**config.mk**
```make
export PLATFORM = sky130hd
export DESIGN_NAME = pr_hrav_rr_arb
export DESIGN_NICKNAME = d
export VERILOG_FILES = /design/src/rtl/pr_hrav_rr_arb.sv
export SDC_FILE = /design/constraint.sdc
export NUM_CORES = 1
export LEC_CHECK = 0
export ABC_AREA = 1
export CORE_AREA = 8 8 255 257
export CTS_CLUSTER_DIAMETER = 30
export DETAILED_ROUTE_END_ITERATION = 10
export DIE_AREA = 0 0 263 265
export PLACE_DENSITY_LB_ADDON = 0.15
export SLEW_MARGIN = 10
export SYNTH_ARGS = -nofsm -noshare
export SYNTH_HDL_FRONTEND = slang
export SYNTH_SLANG_ARGS = --single-unit
```
**constraint.sdc**
```tcl
create_clock -name clk -period 2.1 [get_ports clk]
set_input_delay 0.42 -clock clk [delete_from_list [all_inputs] [get_ports clk]]
set_output_delay 0.42 -clock clk [all_outputs]
set_load 0.03 [all_outputs]
```
**src/rtl/pr_hrav_rr_arb.sv**
```systemverilog
// Packet-aware round-robin arbiter: one downstream stream shared by NUM_REQ requesters,
// with the grant held from the first beat through the beat flagged last.
module pr_hrav_rr_arb #(
    parameter int unsigned NUM_REQ = 4,
    parameter int unsigned DAT_BW  = 128,
    parameter int unsigned IDX_BW  = 2,
    parameter int unsigned CNT_BW  = 16
) (
    input  logic                      clk,
    input  logic                      rst,
    input  logic [NUM_REQ-1:0]        vld_in,
    input  logic [NUM_REQ*DAT_BW-1:0] data_in,
    input  logic [NUM_REQ-1:0]        last_in,
    output logic [NUM_REQ-1:0]        ready_out,
    input  logic                      ready_in,
    output logic                      vld_out,
    output logic [DAT_BW-1:0]         data_out,
    output logic                      last_out,
    output logic [IDX_BW-1:0]         grant_idx,
    output logic                      busy,
    output logic [CNT_BW-1:0]         pkt_cnt
);

    localparam logic [0:0] StIdle = 1'b0;
    localparam logic [0:0] StBusy = 1'b1;

    logic [0:0]        state_q, state_d;
    logic [IDX_BW-1:0] grant_q, grant_d;
    logic [IDX_BW-1:0] rr_ptr_q, rr_ptr_d;
    logic [CNT_BW-1:0] pkt_cnt_q, pkt_cnt_d;

    logic [NUM_REQ-1:0] vld_rot;
    logic               arb_found;
    logic [IDX_BW-1:0]  arb_idx;
    int unsigned        arb_cand;

    logic               sel_vld;
    logic               sel_last;
    logic [DAT_BW-1:0]  sel_data;
    logic               in_busy;
    logic               pkt_end;

    assign in_busy = (state_q == StBusy);

    // Rotate so bit 0 is the requester at rr_ptr; the first set bit upward wins.
    assign vld_rot = NUM_REQ'({vld_in, vld_in} >> rr_ptr_q);

    always_comb begin
        arb_found = 1'b0;
        arb_idx   = '0;
        arb_cand  = 0;
        for (int unsigned k = 0; k < NUM_REQ; k++) begin
            if (!arb_found && vld_rot[k]) begin
                arb_found = 1'b1;
                arb_cand  = (32'(rr_ptr_q) + k) % NUM_REQ;
                arb_idx   = IDX_BW'(arb_cand);
            end
        end
    end

    // Datapath select from the registered grant only.
    always_comb begin
        sel_vld  = 1'b0;
        sel_last = 1'b0;
        sel_data = '0;
        for (int unsigned i = 0; i < NUM_REQ; i++) begin
            if (grant_q == IDX_BW'(i)) begin
                sel_vld  = vld_in[i];
                sel_last = last_in[i];
                sel_data = data_in[i*DAT_BW +: DAT_BW];
            end
        end
    end

    always_comb begin
        ready_out = '0;
        for (int unsigned i = 0; i < NUM_REQ; i++) begin
            if (in_busy && (grant_q == IDX_BW'(i))) begin
                ready_out[i] = ready_in;
            end
        end
    end

    assign pkt_end = in_busy && sel_vld && ready_in && sel_last;

    always_comb begin
        state_d   = state_q;
        grant_d   = grant_q;
        rr_ptr_d  = rr_ptr_q;
        pkt_cnt_d = pkt_cnt_q;
        if (state_q == StIdle) begin
            if (arb_found) begin
                grant_d = arb_idx;
                state_d = StBusy;
            end
        end else begin
            if (pkt_end) begin
                state_d   = StIdle;
                rr_ptr_d  = (grant_q == IDX_BW'(NUM_REQ - 1)) ? '0 : grant_q + IDX_BW'(1);
                pkt_cnt_d = pkt_cnt_q + CNT_BW'(1);
            end
        end
    end

    always_ff @(posedge clk or posedge rst) begin
        if (rst) begin
            state_q   <= StIdle;
            grant_q   <= '0;
            rr_ptr_q  <= '0;
            pkt_cnt_q <= '0;
        end else begin
            state_q   <= state_d;
            grant_q   <= grant_d;
            rr_ptr_q  <= rr_ptr_d;
            pkt_cnt_q <= pkt_cnt_d;
        end
    end

    assign vld_out   = in_busy && sel_vld;
    assign last_out  = in_busy && sel_last;
    assign data_out  = sel_data;
    assign grant_idx = grant_q;
    assign busy      = in_busy;
    assign pkt_cnt   = pkt_cnt_q;

endmodule

```
==> key figures <==
Outcome
  – Outcome: complete, but fails checks
  – Violated checks: setup timing

CTS
  – Clock-pin slew on the worst setup and hold paths: 0.06 ns
  – Num CTS Buffers: 3
  – Root Driver: clkbuf_16
  – Clock Path Buffers: 2
  – Clock sink total: 21
  – Clk_lat worst skew: 0.26 ns
  – H-tree levels: 1
  – CTS tree: yes

Synthesis
  – Seq/Total Area, Yosys: 9.97%
  – Main synth FF type: dfrtp_1
  – Mapped Avg Cell Area: 4.89 sq um
  – Syn nets: 1606
  – Largest cells by area after synthesis: nand2_1 33%, o21ai_0 25%, a21oi_1 12%
  – FFs w/ async S/R, synth: 100%
  – Number of synthesized flops with an enable pin: 0
  – Most numerous cell in the Yosys netlist: nand2_1
  – Largest area contributor in the netlist: nand2_1
  – Synth warnings: 0
  – Synth top area share: 33.0%
  – Distinct cells, synth: 26
  – Mapped Area: 5270 sq um
  – Post-synth top cells: 463 x nand2_1, 263 x o21ai_0, 131 x a21oi_1
  – Seq cells post-synth: 21
  – Post-Synthesis Cells: 1078

STA
  – Period utilization: 120%
  – Worst Slack Setup Final: -0.410 ns
  – Worst Skew: 0.00778 ns
  – Setup_tns: -40.03 ns
  – Worst Tran Pin Value: 0.401 ns
  – Slew headroom: 73.2%
  – Final setup fails: 151
  – Final hold vios: 0
  – RSZ-0062 raised after global routing: yes
  – Min cycle time layout: 2.51 ns
  – Fmax: 0.398 GHz
  – Slew Viols, Final: 0

Routing
  – DR vias: 10318
  – 1st-pass router iterations: 5
  – DR vias/cell: 3.96
  – DRT iter0 DRCs: 555
  – DR WL/cell: 23.8 um
  – DRC: 0
  – Post-route ant nets: 0
  – Routed wire length: 62000 um

Worst setup path
  – Critical-path cell list: inv_4 > buf_6 > ha_4 > buf_12 > buf_12 > clkbuf_16 > a21oi_1 > nand2_1 > o21ai_0 > o21ai_2 > buf_6
  – Cell family with most CP delay: buffers and inverters
  – Endpoint type of the worst setup path: primary output
  – WS Path Type: reg2out
  – Crit Path Max Fanout: 5
  – Slowest stage cell, crit path: dfrtp_2
  – CP Launch Type: register
  – Crit path largest cell delay: 0.44 ns
  – Number of buffers and inverters on the critical path: 6
  – Crit path arrival time: 2.09 ns
  – Required @ worst endpoint: 1.68 ns

Floorplanning
  – Die Y: 265 um
  – Core Area: 61000 sq um
  – Cell Rows: 91
  – Die Span X: 263 um
  – Initial Utilization: 8.64%
  – Die Area: 69700 sq um
  – I/O pins: 676

Cells and area
  – Share of cells above drive strength 1: 30.0%
  – Final layout net count: 2334
  – Area growth, synth to finish: 205%
  – Final core occ: 26.3%

Global route
  – Met1 GRT Util: 18.7%
  – GR Overflow Total: 0
  – First-pass GRT wire length: 82500 um
  – Vias in the first global route: 10499
  – Met2 Track Usage GR: 29.6%
  – GRT Total Usage: 16.1%
  – Antenna violations before repair: 13
  – Met3 Track Usage GR: 3.79%
  – GR peak layer: met2
  – Largest net degree at the start of global routing: 31

Place
  – PortBufs: 675
  – GP Congestion: 0.910
  – Worst slack, placed: -0.306 ns
  – Hpwl dp: 50600 um

Power
  – VDD IR max: 0.728 mV
  – PwrDens: 1550 nW/um^2
  – P_leak: 6.60 nW

Job
  – Maxcap violations: 0

Hold path
  – Worst min path class: in2async
per-stage QoR:
stage	total power, mW	hold WS (ns)	instances	cell area [sq um]
3_3_place_gp	20.9	0.561	2558	14400
5_1_grt	26.3	0.555	2600	16100
4_1_cts	23.1	0.525	2578	15000
3_5_place_dp	20.9	0.569	2558	14400
6_report	24.9	0.513	2603	16100
2_1_floorplan	11.0	0.396	1078	5860
cells in the final DEF (no fill, tap or decap), drive strengths merged:
master,n
a21boi,1
dfrtp,21
diode,8
xor2,8
nand2,463
xnor2,7
o21bai,1
clkbuf,14
o22ai,1
dlymetal6s2s,1
nand3b,1
ha,5
clkinv,1
nand3,16
nor2,17
clkdlybuf4s50,540
a21oi,131
buf,263
o21ai,276
nor3,5
o211ai,1
nand4,6
inv,26
sequential cells by signal (all words and copies together), names as in the netlist:
signal,flops
busy,1
grant_idx,2
pkt_cnt,16
rr_ptr_q,2
worst paths after layout:
| kind | start | endpoint | cells after the start | slack [ns] |
|---|---|---|---|---|
| worst min register to register | pkt_cnt[15] | pkt_cnt[15] | 2 | 0.59 |
| min in group clk | pkt_cnt[15] | pkt_cnt[15] | 2 | 0.59 |
| max in group asynchronous | rst | grant_idx[1] | 3 | 1.33 |
| worst max-delay path | grant_idx[0] | data_out[7] | 11 | -0.41 |
| worst min-delay path | rst | pkt_cnt[11] | 3 | 0.51 |
| worst max register to register | grant_idx[1] | pkt_cnt[11] | 17 | -0.08 |
layer usage:
layer	vias to the layer above	wire [um]
li1	5108	-
met1	4769	25200
met2	387	31600
met3	44	3730
met4	10	1360
met5	-	56
tightest hold or removal path, delay by kind of cell:
| family | cells | cell delay [ns] |
|---|---|---|
| buffers and inverters | 3 | 0.74 |
what timing repair did:
item	in CTS	in global routing
cloned	6	10
setup buffers	10	13
pin swaps	19	81
hold buffers	0	0
gates resized for setup	117	253
endpoints found under the setup margin	150	152
logic make-up after synthesis:
kind of cell | after synthesis | share of synthesized area [%]
buffers and inverters | 118 | 9.54
AND/OR/NAND/NOR | 508 | 37.6
XOR/XNOR | 15 | 2.49
flip-flops | 21 | 9.97
AO/OA/AOI/OAI | 411 | 39.3
adder cells (fa/ha/maj) | 5 | 1.19
power breakdown:
part	internal [mW]	switching [mW]	total, mW
Clock	0.259	0.160	0.419
Combinational	10.7	13.2	23.8
Sequential	0.481	0.125	0.606
Total	11.4	13.5	24.9
final cells by class:
cell class / instances / area [sq um]
Antenna cell: 8 / 20.0
Clock buffer: 4 / 78.8
Inverter: 27 / 124
Multi-Input combinational cell: 939 / 5280
Tap cell: 790 / 988
Sequential cell: 21 / 528
Timing Repair Buffer: 814 / 9040
Fill cell: 6694 / 45000
No activity file was read; power rests on OpenSTA's default activity.
